File: config.mk
export PLATFORM = sky130hd
export DESIGN_NAME = ieee754_unpacker_flat
export DESIGN_NICKNAME = d
export VERILOG_FILES = /design/src/rtl/fp754_pkg.sv /design/src/rtl/ieee754_unpacker_if.sv /design/src/rtl/fp754_classify.sv /design/src/rtl/ieee754_unpacker.sv /design/src/flat_wrapper.sv
export SDC_FILE = /design/constraint.sdc
export NUM_CORES = 1
export LEC_CHECK = 0
export BUFFER_PORTS_ARGS = -buffer_cell sky130_fd_sc_hd__buf_2
export CORE_MARGIN = 1.5
export CORE_UTILIZATION = 40
export DETAILED_ROUTE_END_ITERATION = 16
export PLACE_DENSITY_LB_ADDON = 0.3
export SETUP_SLACK_MARGIN = 0.2
export SLEW_MARGIN = 20
export SYNTH_ARGS = -nofsm -noshare
export SYNTH_HDL_FRONTEND = slang
export SYNTH_SLANG_ARGS = --single-unit
File: constraint.sdc
create_clock -name clk -period 5 [get_ports clk]
set_input_delay 1.5 -clock clk [delete_from_list [all_inputs] [get_ports clk]]
set_output_delay 1.5 -clock clk [all_outputs]
set_load 0.01 [all_outputs]
File: src/rtl/fp754_pkg.sv
// Shared single-precision constants, FSM state encoding and class-flag record
// for the IEEE-754 pack/unpack datapath.
package fp754_pkg;

  localparam int unsigned SP_EXP_W = 8;
  localparam int unsigned SP_MAN_W = 23;
  localparam int unsigned SP_BIAS  = 127;

  localparam logic [SP_EXP_W-1:0] EXP_ALL1 = '1;

  typedef enum logic [1:0] {
    IDLE,
    NORM,
    HOLD
  } state_t;

  // All-zero means an ordinary normal number.
  typedef struct packed {
    logic zero;
    logic subn;
    logic inf;
    logic nan;
    logic snan;
  } class_t;

  function automatic logic f_sign(input logic [SP_EXP_W+SP_MAN_W:0] w);
    return w[SP_EXP_W+SP_MAN_W];
  endfunction

  function automatic logic [SP_EXP_W-1:0] f_exp(input logic [SP_EXP_W+SP_MAN_W:0] w);
    return w[SP_MAN_W +: SP_EXP_W];
  endfunction

  function automatic logic [SP_MAN_W-1:0] f_frac(input logic [SP_EXP_W+SP_MAN_W:0] w);
    return w[SP_MAN_W-1:0];
  endfunction

endpackage

File: src/rtl/ieee754_unpacker_if.sv
// Operand-in / unpacked-out handshake bundle of the IEEE-754 unpacker.
interface ieee754_unpacker_if #(
  parameter int unsigned EXP_W = 8,
  parameter int unsigned MAN_W = 23
);
  logic                 in_valid;
  logic                 in_ready;
  logic [EXP_W+MAN_W:0] in_float;
  logic                 out_valid;
  logic                 out_ready;
  logic                 out_sign;
  logic [EXP_W+1:0]     out_exp;
  logic [MAN_W:0]       out_sig;
  logic                 out_zero;
  logic                 out_subn;
  logic                 out_inf;
  logic                 out_nan;
  logic                 out_snan;

  modport master (
    output in_valid, in_float, out_ready,
    input  in_ready, out_valid, out_sign, out_exp, out_sig,
           out_zero, out_subn, out_inf, out_nan, out_snan
  );

  modport slave (
    input  in_valid, in_float, out_ready,
    output in_ready, out_valid, out_sign, out_exp, out_sig,
           out_zero, out_subn, out_inf, out_nan, out_snan
  );
endinterface

File: src/rtl/fp754_classify.sv
// Combinational field decode of a packed IEEE-754 word into class flags and
// the initial (pre-normalisation) unbiased exponent and significand.
module fp754_classify
  import fp754_pkg::*;
#(
  parameter int unsigned EXP_W = SP_EXP_W,
  parameter int unsigned MAN_W = SP_MAN_W,
  parameter int unsigned BIAS  = SP_BIAS
) (
  input  logic [EXP_W+MAN_W:0] word,
  output logic                 sign,
  output class_t               cls,
  output logic [EXP_W+1:0]     exp,
  output logic [MAN_W:0]       sig
);

  localparam logic [EXP_W+1:0] BIAS_X = (EXP_W+2)'(BIAS);
  localparam logic [EXP_W+1:0] ONE_X  = (EXP_W+2)'(1);

  logic [EXP_W-1:0] efield;
  logic [MAN_W-1:0] frac;

  assign efield = word[MAN_W +: EXP_W];
  assign frac   = word[MAN_W-1:0];
  assign sign   = word[EXP_W+MAN_W];

  // Inf/NaN share the normal path: all-ones minus bias already gives the
  // required exponent and inf's fraction is zero, so only flags differ.
  always_comb begin
    cls = '0;
    exp = {2'b00, efield} - BIAS_X;
    sig = {1'b1, frac};
    if (efield == '0) begin
      if (frac == '0) begin
        cls.zero = 1'b1;
        exp      = '0;
        sig      = '0;
      end else begin
        cls.subn = 1'b1;
        exp      = ONE_X - BIAS_X;
        sig      = {1'b0, frac};
      end
    end else if (efield == '1) begin
      if (frac == '0) begin
        cls.inf = 1'b1;
      end else begin
        cls.nan  = 1'b1;
        cls.snan = ~frac[MAN_W-1];
      end
    end
  end

endmodule

File: src/rtl/ieee754_unpacker.sv
// IEEE-754 operand unpacker: decodes a packed word, normalises subnormals one
// bit per cycle, and presents sign/exponent/significand/class on a handshake.
module ieee754_unpacker
  import fp754_pkg::*;
#(
  parameter int unsigned EXP_W = SP_EXP_W,
  parameter int unsigned MAN_W = SP_MAN_W,
  parameter int unsigned BIAS  = SP_BIAS
) (
  input  logic                clk,
  input  logic                reset,
  ieee754_unpacker_if.slave   bus
);

  localparam logic [EXP_W+1:0] ONE_X = (EXP_W+2)'(1);

  state_t           state_q, state_d;
  logic             sign_q, sign_d;
  logic [EXP_W+1:0] exp_q, exp_d;
  logic [MAN_W:0]   sig_q, sig_d;
  class_t           cls_q, cls_d;

  logic             dec_sign;
  class_t           dec_cls;
  logic [EXP_W+1:0] dec_exp;
  logic [MAN_W:0]   dec_sig;

  logic             in_ready;
  logic             accept;

  fp754_classify #(
    .EXP_W (EXP_W),
    .MAN_W (MAN_W),
    .BIAS  (BIAS)
  ) u_classify (
    .word (bus.in_float),
    .sign (dec_sign),
    .cls  (dec_cls),
    .exp  (dec_exp),
    .sig  (dec_sig)
  );

  assign in_ready = (state_q == IDLE) || ((state_q == HOLD) && bus.out_ready);
  assign accept   = bus.in_valid && in_ready;

  always_ff @(posedge clk or posedge reset) begin
    if (reset) begin
      state_q <= IDLE;
      sign_q  <= 1'b0;
      exp_q   <= '0;
      sig_q   <= '0;
      cls_q   <= '0;
    end else begin
      state_q <= state_d;
      sign_q  <= sign_d;
      exp_q   <= exp_d;
      sig_q   <= sig_d;
      cls_q   <= cls_d;
    end
  end

  // The output registers double as the normalisation shift registers; an
  // accept in HOLD overrides the hold/retire decision in the same edge.
  always_comb begin
    state_d = state_q;
    sign_d  = sign_q;
    exp_d   = exp_q;
    sig_d   = sig_q;
    cls_d   = cls_q;
    case (state_q)
      NORM: begin
        sig_d = sig_q << 1;
        exp_d = exp_q - ONE_X;
        if (sig_q[MAN_W-1]) state_d = HOLD;
      end
      HOLD: begin
        if (bus.out_ready && !bus.in_valid) state_d = IDLE;
      end
      default: ;
    endcase
    if (accept) begin
      sign_d  = dec_sign;
      exp_d   = dec_exp;
      sig_d   = dec_sig;
      cls_d   = dec_cls;
      state_d = dec_cls.subn ? NORM : HOLD;
    end
  end

  assign bus.in_ready  = in_ready;
  assign bus.out_valid = (state_q == HOLD);
  assign bus.out_sign  = sign_q;
  assign bus.out_exp   = exp_q;
  assign bus.out_sig   = sig_q;
  assign bus.out_zero  = cls_q.zero;
  assign bus.out_subn  = cls_q.subn;
  assign bus.out_inf   = cls_q.inf;
  assign bus.out_nan   = cls_q.nan;
  assign bus.out_snan  = cls_q.snan;

endmodule

File: src/flat_wrapper.sv
// flat-port wrapper written by rule: the top's interface ports become plain ports
module ieee754_unpacker_flat import fp754_pkg::*;
#(
  parameter int unsigned EXP_W = SP_EXP_W,
  parameter int unsigned MAN_W = SP_MAN_W,
  parameter int unsigned BIAS  = SP_BIAS
)
  (clk, reset, bus_in_valid, bus_in_float, bus_out_ready, bus_in_ready, bus_out_valid, bus_out_sign, bus_out_exp, bus_out_sig, bus_out_zero, bus_out_subn, bus_out_inf, bus_out_nan, bus_out_snan);
  ieee754_unpacker_if #(.EXP_W(EXP_W), .MAN_W(MAN_W)) bus_i ();
  input  logic clk;
  input  logic reset;
  input wire logic [$bits(bus_i.in_valid)-1:0] bus_in_valid;
  input wire logic [$bits(bus_i.in_float)-1:0] bus_in_float;
  input wire logic [$bits(bus_i.out_ready)-1:0] bus_out_ready;
  output wire logic [$bits(bus_i.in_ready)-1:0] bus_in_ready;
  output wire logic [$bits(bus_i.out_valid)-1:0] bus_out_valid;
  output wire logic [$bits(bus_i.out_sign)-1:0] bus_out_sign;
  output wire logic [$bits(bus_i.out_exp)-1:0] bus_out_exp;
  output wire logic [$bits(bus_i.out_sig)-1:0] bus_out_sig;
  output wire logic [$bits(bus_i.out_zero)-1:0] bus_out_zero;
  output wire logic [$bits(bus_i.out_subn)-1:0] bus_out_subn;
  output wire logic [$bits(bus_i.out_inf)-1:0] bus_out_inf;
  output wire logic [$bits(bus_i.out_nan)-1:0] bus_out_nan;
  output wire logic [$bits(bus_i.out_snan)-1:0] bus_out_snan;
  assign bus_i.in_valid = bus_in_valid;
  assign bus_i.in_float = bus_in_float;
  assign bus_i.out_ready = bus_out_ready;
  assign bus_in_ready = bus_i.in_ready;
  assign bus_out_valid = bus_i.out_valid;
  assign bus_out_sign = bus_i.out_sign;
  assign bus_out_exp = bus_i.out_exp;
  assign bus_out_sig = bus_i.out_sig;
  assign bus_out_zero = bus_i.out_zero;
  assign bus_out_subn = bus_i.out_subn;
  assign bus_out_inf = bus_i.out_inf;
  assign bus_out_nan = bus_i.out_nan;
  assign bus_out_snan = bus_i.out_snan;
  ieee754_unpacker #(.EXP_W(EXP_W), .MAN_W(MAN_W), .BIAS(BIAS)) u_core (.clk(clk), .reset(reset), .bus(bus_i));
endmodule
==> After elaboration in Yosys (flattened, before gate mapping) <==
Cells that the tools add are included.
{ "classes": {"div_mod_pow": 0, "n_lt_le_gt_ge": 0, "mul": 0, "addsub": 2, "bitwise_logic": 1, "shift": 0, "eq_ne": 5, "muxes": 19, "n_reduce_logical": 11} }
{ "op_table": {"columns": ["op", "count"], "rows": [
  ["$mux 24", 3],
  ["$mux 10", 4],
  ["$logic_not 23->1", 1],
  ["$mux 23", 1],
  ["$mux 2", 6],
  ["$sub 10x1->10 const B", 1],
  ["$sub 8x7->9 const B", 1],
  ["$eq 8x8->1 const B", 1],
  ["$logic_not 8->1", 1],
  ["$mux 3", 2],
  ["$ne 3x1->1 const B", 2],
  ["$pmux 2 s2", 1],
  ["$logic_and 1x1->1", 3],
  ["$reduce_and 3->1", 1],
  ["$reduce_bool 3->1", 1],
  ["$eq 2x1->1 const B", 1],
  ["$eq 2x2->1 const B", 1],
  ["$logic_not 2->1", 1],
  ["$mux 1", 2],
  ["$reduce_bool 2->1", 1],
  ["$logic_not 1->1", 1],
  ["$logic_or 1x1->1", 1],
  ["$not 1->1", 1]
]} }
{ "totals": {"n_memories": 0, "output_inout_bits": 42, "register_bits": 42, "romBits": 0, "mem_bits_rw": 0, "latch_bits": 0} }

==> Longest topological paths before layout <==
Gate-level depths: netlist of run 1.
{ "depth": {"ltp_word": 6, "depth_mapped": 8, "mapped_depth_nobuf": 7} }

==> Hierarchy <==
A second synthesis of run 1 with hierarchy kept.
{ "unflattened": {"cells_unflattened": 263, "hier_area_um2": 2419.8} }
{ "modules_own_cells": {"columns": ["mod", "area_per_inst_um2", "cells_per_inst", "instances"], "rows": [
  ["ieee754_unpacker", 2028.2, 193, 1],
  ["fp754_classify", 391.6, 70, 1]
]} }

==> Worst setup path after synthesis of run 1 <==
OpenSTA, ideal clock, no wires.
{ "synth_timing": {"path_kind": "input -> output", "start": "in bus_out_ready", "end": "out bus_in_ready", "required_time_ps": 3500, "arrival_time_ps": 1708, "stages": 1, "n_path_buf": 0, "path_slack_ps": 1792, "path_cell_list": "a21o_1"} }
{ "synth_between": {"elab_chain_cells": 2} }
{ "synth_lines": {"columns": ["element", "line_no", "text"], "rows": [
  ["start: declaration", "flat_wrapper.sv:14", "input wire logic [$bits(bus_i.out_ready)-1:0] bus_out_ready;"],
  ["$logic_and 1x1->1", "ieee754_unpacker.sv:43", "assign in_ready = (state_q == IDLE) || ((state_q == HOLD) && bus.out_ready);"],
  ["$logic_or 1x1->1", "ieee754_unpacker.sv:43", null],
  ["end: declaration", "flat_wrapper.sv:15", "output wire logic [$bits(bus_i.in_ready)-1:0] bus_in_ready;"]
]} }
No other way between the ends.

==> Worst setup path in the final report of run 1 <==
Same ends and word-level chain as after synthesis.

==> reports/results.txt, run 1 <==
Synthesis produced a netlist with a net count of 314. The tool flagged a number of max-cap violations equal to 0. The combinational group share of total power is 0.429, and the final routed DRC violation total is 0. The logs give 0.174 for the part of the power in the clock network and 0.398 for the sequential power share. The logs give 0 for the total count of hold-check failures in the final report and 0 for the number of antenna violations at the first check in global routing.

Async set-or-reset flop fraction in the synthesized netlist: 1.00. After floorplanning, the core was divided into 27 placement rows. Class of the tightest hold or removal check: reg2reg.

The critical hold path startpoint is u_core.bus.out_sign. The first global-routing pass estimated 9870 um of wire. The tools report the synthesized instance count as 271. The die is 78.6 um wide. The final number of max-transition violations is 0. For the overall power after layout, the log shows 1.55 mW. The later pin in the worst-skew pair is clocked with a latency of 0.31 ns. The worst setup skew after layout came out at 0.0130 ns. Clock tree synthesis found a total of 42 sinks. The critical path startpoint category was an input pin. The number of enable-type register cells in the synthesized netlist was 0. Proportion of total power due to net switching: 0.407. The nature of the critical path endpoint is an output port. The startpoint identified for the worst register-to-register timing path is u_core.state_q[1]. Leaving out fill and tap cells, the most frequent cell in the layout is sky130_fd_sc_hd__buf_2. For the distinct cell type count of the synthesized netlist, the log shows 44.

The finished layout holds 418 standard cells, fillers aside. The final route contains 2195 vias. After clock tree synthesis, the clock-pin slew on the worst setup and hold paths is 0.07 ns.

The run gives 3.50 ns as the required time of the critical path. The worst reg2reg path endpoint is u_core.bus.out_exp[2]. On the worst path, the slowest cell contributes a delay of 0.22 ns. The post-synth design cell area is 2290 sq um, and the instance count along the most critical hold path is 2. The tools report the number of nets with antenna violations after routing as 0. The headroom to the max-slew limit is 0.374. The core occupancy in the finished layout was 0.515; the share of the clock period used by the worst path after layout was 0.697. The most used flip-flop cell after synthesis is sky130_fd_sc_hd__dfrtp_1. Prior to clock tree synthesis, the placed netlist has a worst setup slack of 1.47 ns.

The critical path arrival came out at 1.98 ns. The highest fanout seen on the critical path was 4; the floorplan die area was 6180 sq um. Internal power comes to 0.917 mW.

The via count of the first global-routing pass is 2080. The first routing iteration left 165 violations. The logs give 0.175 mV for the largest vdd supply drop and 2 for the level count of the clock H-tree. In the layout the commonest cells are 77 x sky130_fd_sc_hd__buf_2, 42 x sky130_fd_sc_hd__nand2_1, 42 x sky130_fd_sc_hd__dfrtp_1, 35 x sky130_fd_sc_hd__nor2_1, 31 x sky130_fd_sc_hd__a21oi_1. The area added between synthesis and finish came out at 23.9%.

The fraction of layout cells with a size suffix above 1 was 0.266; the routability congestion estimate from global placement was 0.797. The flop-to-flop setup slack was 2.22 ns; the quantity of I/O buffers inserted on ports was 77. After global routing the overflow that remains totals 0. The combined global-route utilization of all metal layers is 0.206, and the actual slew at the worst max-slew pin is 0.937 ns. The die is 78.6 um tall. TritonCTS created 5 clock buffers. Counting I/O delays and the setup requirement, the final critical path takes 3.48 ns. In this run the deepest clock path goes through 2 buffers. The synthesized design contains 42 register bits. Entering global routing, the biggest net connects 43 pins. In the final routed layout, each cell accounts on average for 14.7 um. For the final routed database, the setup TNS stands at 0 ns. Setup repair after global routing left no endpoint under its margin. For this design the static power due to leakage is 1.33 nW. The number of hold-repair buffers added at the cts stage is 0, and the number of vias per cell is 5.25. The run gives 0 as the number of warnings reported in the yosys synthesis log. The I/O pin count came out at 78. On the critical path the largest part of the delay comes from buffers and inverters. The path with the worst hold slack has its endpoint at u_core.bus.out_sign.

Counting tap cells, the placed design contains a total of 410 instances. The number of nets in the final layout is 388. Counting cells, the worst reg-to-reg path comes to 6. HPWL after detailed placement: 4320 um. In this run the clock root is driven by a sky130_fd_sc_hd__clkbuf_8. The run gives 0.459 as the fraction of the yosys area taken by sequential cells. Averaged over all synthesized cells, the footprint is 8.44 sq um. The run finished with clean final reports.

Setup violations remaining at the end of the flow were counted as 0. Traced cell by cell, the critical path runs through buf_2 -> a21o_1 -> buf_2. The run gives 6150 um as the total wire length after detailed routing. Count of instances resized after the clock tree is built: 0. Static timing analysis puts the maximum clock frequency at 0.287 GHz. Counting stages on the worst path, the most repeated cell is sky130_fd_sc_hd__buf_2.

The switching component of the power came out at 0.630 mW. The initial core utilization came out at 0.416. The cell with the largest stage delay on the worst path was sky130_fd_sc_hd__a21o_1. The count of TritonRoute iterations in the first routing pass came out at 4. Counting both buffers and inverters, the worst setup path holds a total of 2.

The area of the core was 5510 sq um; the count of inserted antenna diode cells was 0. TritonCTS built the clock tree. The power density over cell area came out at 545 nW/um^2.

The logic depth of the worst setup path including buffers came out at 3. After clock tree synthesis, the setup repair step added 0 buffers. Setup slack closes at 1.52 ns.

Category of the critical setup timing path: in2out.
## tightest hold or removal path: stages (launching register included)
cell and delay (ns):
sky130_fd_sc_hd__dfrtp_1 0.35, sky130_fd_sc_hd__nand2_1 0.05, sky130_fd_sc_hd__nand2_1 0.05
## area by class of cell
cell class / count / area [sq um]
clock buffer: 6 / 72.6
clock inverter: 2 / 37.5
inverter: 9 / 33.8
fill: 541 / 2670
tap: 72 / 90.1
multi-input combinational: 208 / 1150
sequential: 42 / 1050
timing repair buffer: 79 / 400
## logic make-up after synthesis
logic type | after synthesis | synth area share
flops | 42 | 0.459
mux | 2 | 0.00929
xor+xnor | 10 | 0.0383
fa+ha+maj | 7 | 0.0383
simple gates | 108 | 0.212
compound gates | 81 | 0.204
buf+inv | 21 | 0.0383
## per-stage QoR
step / cell area (sq um) / hold slack [ns]
final: 2840 / 0.482
after global routing: 2840 / 0.520
after CTS: 2840 / 0.489
after detailed placement: 2730 / 0.464
after global placement: 2730 / 0.456
after floorplan: 2290 / 0.472
## synthesized netlist by cell type (2+ instances only)
library cell,number,area [sq um]
sky130_fd_sc_hd__and2_1,2,12.5
sky130_fd_sc_hd__nand4_1,2,12.5
sky130_fd_sc_hd__and3_1,2,12.5
sky130_fd_sc_hd__nor2_1,35,131
sky130_fd_sc_hd__dfrtp_1,42,1050
sky130_fd_sc_hd__a31oi_1,2,12.5
sky130_fd_sc_hd__o211ai_1,2,15.0
sky130_fd_sc_hd__nor3_1,3,15.0
sky130_fd_sc_hd__xnor2_1,6,52.6
sky130_fd_sc_hd__ha_1,7,87.6
sky130_fd_sc_hd__or3b_2,2,17.5
sky130_fd_sc_hd__inv_1,9,33.8
sky130_fd_sc_hd__clkbuf_1,9,33.8
sky130_fd_sc_hd__a22o_1,2,17.5
sky130_fd_sc_hd__nor4_1,6,37.5
sky130_fd_sc_hd__o21ai_0,29,145
sky130_fd_sc_hd__nand2_1,42,158
sky130_fd_sc_hd__o22ai_1,2,12.5
sky130_fd_sc_hd__o41ai_1,2,17.5
sky130_fd_sc_hd__nand3_1,6,30.0
sky130_fd_sc_hd__a2bb2oi_1,2,17.5
sky130_fd_sc_hd__a21o_1,2,15.0
sky130_fd_sc_hd__a21oi_1,31,155
sky130_fd_sc_hd__xor2_1,4,35.0
## per-layer routing
| layer | GRT usage | wire length, um | share of wire |
|---|---|---|---|
| met5 | 0 | 0 | 0 |
| met3 | 0.0395 | 300 | 0.049 |
| met1 | 0.278 | 2890 | 0.47 |
| met2 | 0.321 | 2870 | 0.47 |
| met4 | 0.0857 | 91 | 0.015 |
## registers in the layout (all words and copies together) (netlist names)
| register | cells |
|---|---|
| u_core.bus.out_subn | 1 |
| u_core.bus.out_nan | 1 |
| u_core.bus.out_sig | 24 |
| u_core.bus.out_snan | 1 |
| u_core.bus.out_inf | 1 |
| u_core.bus.out_sign | 1 |
| u_core.state_q | 2 |
| u_core.bus.out_exp | 10 |
| u_core.bus.out_zero | 1 |
## worst max path at each step
stage / start / to / slack [ns]
2_1_floorplan: bus_out_ready / bus_in_ready / 1.79
3_3_place_gp: bus_in_float[23] / u_core.bus.out_sig[0] / 1.49
3_5_place_dp: bus_in_float[23] / u_core.bus.out_sig[0] / 1.47
4_1_cts: bus_out_ready / bus_in_ready / 1.53
5_1_grt: bus_out_ready / bus_in_ready / 1.50
6_report: bus_out_ready / bus_in_ready / 1.52
## power groups by stage
stage	Sequential, mW	Combinational [mW]	Clock (mW)
2_1_floorplan	0.671	0.346	0
3_3_place_gp	0.620	0.649	0
3_5_place_dp	0.621	0.663	0
4_1_cts	0.616	0.668	0.277
5_1_grt	0.641	0.746	0.289
6_report	0.615	0.663	0.269
Note: power is estimated with default switching activity, not from simulation.
==> run 2: changes to the inputs <==
==> constraint.sdc (replaced) <==
create_clock -name clk -period 3.2 [get_ports clk]
set_input_delay 0.96 -clock clk [delete_from_list [all_inputs] [get_ports clk]]
set_output_delay 0.96 -clock clk [all_outputs]
set_load 0.01 [all_outputs]
==> run 2 against run 1 <==
Net effect: wire length grew 3.4%; clock skew shrank 0.0066 ns; die area is the same; total power grew 64%; largest power group unchanged; highest routed layer unchanged.
==> reports/results.txt, run 2 (synthesized netlist as in run 1, its figures left out) <==
The number of vias per cell was 5.29 (+0.75%); the largest vdd supply drop was 0.356 mV (+100%). After layout, the minimum clock period comes to 2.70 ns. The max-capacitance violation count is 0 (unchanged), and the cell count of the worst reg-to-reg path is 7 (+1). For the setup slack at placement, the log shows 0.185 ns (-1.29 ns). TritonCTS built the clock tree.

Floorplan die area: 6180 sq um (unchanged). The HPWL after detailed placement is 4600 um (+6.4%). The area of all sequential standard cells was 1050 sq um (unchanged).

The setup total negative slack was 0 ns (unchanged). The highest fanout seen on the critical path was 23 (+19). The number of hold-repair buffers added at the cts stage was 0 (unchanged); the headroom to the max-slew limit was 0.419 (+0.0454). The width of the die is 78.6 um (unchanged).

The tree is rooted in a sky130_fd_sc_hd__clkbuf_8. The post-layout instance area was 2910 sq um (+2.5%). The most critical setup path has its startpoint at bus_in_float[23].

Combined global-route utilization of all metal layers: 0.220 (+0.0142). The most common library cell in the layout ignoring fill and taps is sky130_fd_sc_hd__buf_2. For the wire length of the first global-routing pass, the log shows 10700 um (+8.0%).

The count of standard-cell rows was 27 (unchanged). Setup repair after global routing left no endpoint under its margin. The tools report the post-route worst setup slack as 0.500 ns (-1.02 ns). The start of the worst register-to-register path is u_core.state_q[0]. The run gives 42 (unchanged) as the total clock sinks.

Final count of negative-setup-slack endpoints: 0 (unchanged). The routability congestion estimate from global placement is 0.844 (+5.9%). For the clock latency of the later-clocked register in the worst-skew pair, the log shows 0.29 ns (-0.02 ns). The tools report the area of the core as 5510 sq um (unchanged).

The fraction of layout cells with a size suffix above 1 came out at 0.279 (+0.0133). For the count of instances resized after the clock tree is built, the log shows 0 (unchanged). The logs give 423 (+1.2%) for the final instance count without filler cells and 0 (unchanged) for the final routed DRC violation total. The core occupancy in the finished layout came out at 0.528 (+0.0127). The logs give 0 (unchanged) for the number of antenna violations at the first check in global routing and 0 (unchanged) for the count of inserted antenna diode cells. The total count of hold-check failures in the final report is 0 (unchanged).

The flop-to-flop setup slack came out at 0.98 ns (-1.24 ns). The number of flip-flops under the largest register name is 24 (unchanged), and the routed wirelength normalized by instance count is 15.0 um (+2.2%). The share of the clock period used by the worst path after layout is 0.844, and the area added between synthesis and finish is 27.0%. The quantity of I/O buffers inserted on ports is 77 (unchanged), and the critical path arrival is 2.89 ns (+0.91 ns). The number of inserted filler cells in the final layout is 558 (+3.1%), and the total grt overflow is 0 (unchanged). The tools report the total wire length after detailed routing as 6360 um (+3.4%). The number of buffers inserted to repair setup after CTS was 0 (unchanged). The worst reg2reg path endpoint is u_core.bus.out_sig[6]. The worst setup path is captured at a flip-flop. For this run, the top clock speed supported by timing is 0.370 GHz. The maximum count of clock buffers along a single path was 2 (unchanged). The tools report the placement-stage cell area as 2760 sq um (+1.4%). The critical path in this run is classified as in2reg. The power density over cell area is 874 nW/um^2 (+60%), and the number of DRC markers in iteration 0 is 123 (-25%).

In this run the most critical hold path is launched from u_core.bus.out_sign. The cell count after placement is 415 (+1.2%). In the layout the commonest cells are 77 x sky130_fd_sc_hd__buf_2, 42 x sky130_fd_sc_hd__nand2_1, 42 x sky130_fd_sc_hd__dfrtp_1, 35 x sky130_fd_sc_hd__nor2_1, 31 x sky130_fd_sc_hd__a21oi_1. The path with the worst hold slack has its endpoint at u_core.bus.out_sign. The height of the die is 78.6 um (unchanged). The footprint of the multi-input gates came out at 1150 sq um (unchanged). The count of TritonRoute iterations in the first routing pass is 5 (+1). The instance count along the most critical hold path is 2 (unchanged), and the number of clock buffers inserted by TritonCTS is 5 (unchanged).

The via count of the first global-routing pass is 2171 (+4.4%). The number of nets with antenna violations after routing is 0 (unchanged), and the number of nets in the final layout is 393 (+1.3%). The total via count in the routed design came out at 2238 (+2.0%). The cell leakage power came out at 1.37 nW (+3.3%). The clock edge transition at the registers on the reported setup and hold paths was 0.08 ns (about the same). The flow ran to the end, and the final reports show no timing, DRC or antenna violations. The run gives 3.39 ns (-0.11 ns) as the required time of the critical path. The level count of the clock H-tree came out at 2 (unchanged).

The worst setup skew after layout came out at 0.00643 ns (-0.00657 ns). The class of the tightest hold or removal check was reg2reg. STA classifies the critical path startpoint as an input pin. The run gives 43 (unchanged) as the largest net degree at the start of global routing. For the I/O pin count, the log shows 78 (unchanged). The tools report the initial core utilization as 0.416 (unchanged). The final number of max-transition violations is 0 (unchanged).

The actual slew at the worst max-slew pin is 0.871 ns (-0.0658 ns).
## run 2: changes by cell type in the layout (fill, tap and decap cells not counted), sizes merged
cell and change:
bufinv +1, buf +5, clkinvlp -1
## run 2: cell type report
class,count,share of cell area
tap,72,0.0310
multi-input combinational,208,0.396
clock inverter,2,0.0207
inverter,9,0.0116
sequential,42,0.362
clock buffer,6,0.0284
timing repair buffer,84,0.151
## run 2: critical path, stage by stage
cell	delay [ns]
sky130_fd_sc_hd__buf_2	0.14
sky130_fd_sc_hd__inv_1	0.06
sky130_fd_sc_hd__ha_1	0.13
sky130_fd_sc_hd__or3b_2	0.49
sky130_fd_sc_hd__or2_1	0.23
sky130_fd_sc_hd__o31a_1	0.58
sky130_fd_sc_hd__a22o_1	0.30
## run 2: worst max-delay path by stage
| stage | cells past startpoint | endpoint |
|---|---|---|
| finish | 7 | u_core.bus.out_sig[0] |
| floorplan | 7 | u_core.bus.out_sig[0] |
| global route | 8 | u_core.bus.out_sig[12] |
| CTS | 7 | u_core.bus.out_sig[0] |
| global placement | 7 | u_core.bus.out_sig[0] |
| detailed placement | 7 | u_core.bus.out_sig[0] |
## run 2: metal layers
metal,global-route usage,vias to the layer above,share of wire
met5,0,-,0
met1,0.304,1070,0.46
li1,-,1105,-
met2,0.356,59,0.48
met4,0.0589,0,0.0086
met3,0.0360,4,0.047
## run 2: report_power, final
group / total, mW / switching (mW) / leakage (nW) / internal [mW]
clock: 0.517 / 0.184 / 0.0714 / 0.333
sequential: 0.967 / 0.202 / 0.514 / 0.765
combinational: 1.05 / 0.608 / 0.788 / 0.447
## run 2: per-stage QoR
step / total power, mW / hold WS [ns]
after detailed placement: 2.03 / 0.463
after floorplan: 1.59 / 0.472
after CTS: 2.56 / 0.487
after global routing: 2.75 / 0.513
after global placement: 2.00 / 0.457
final: 2.54 / 0.485
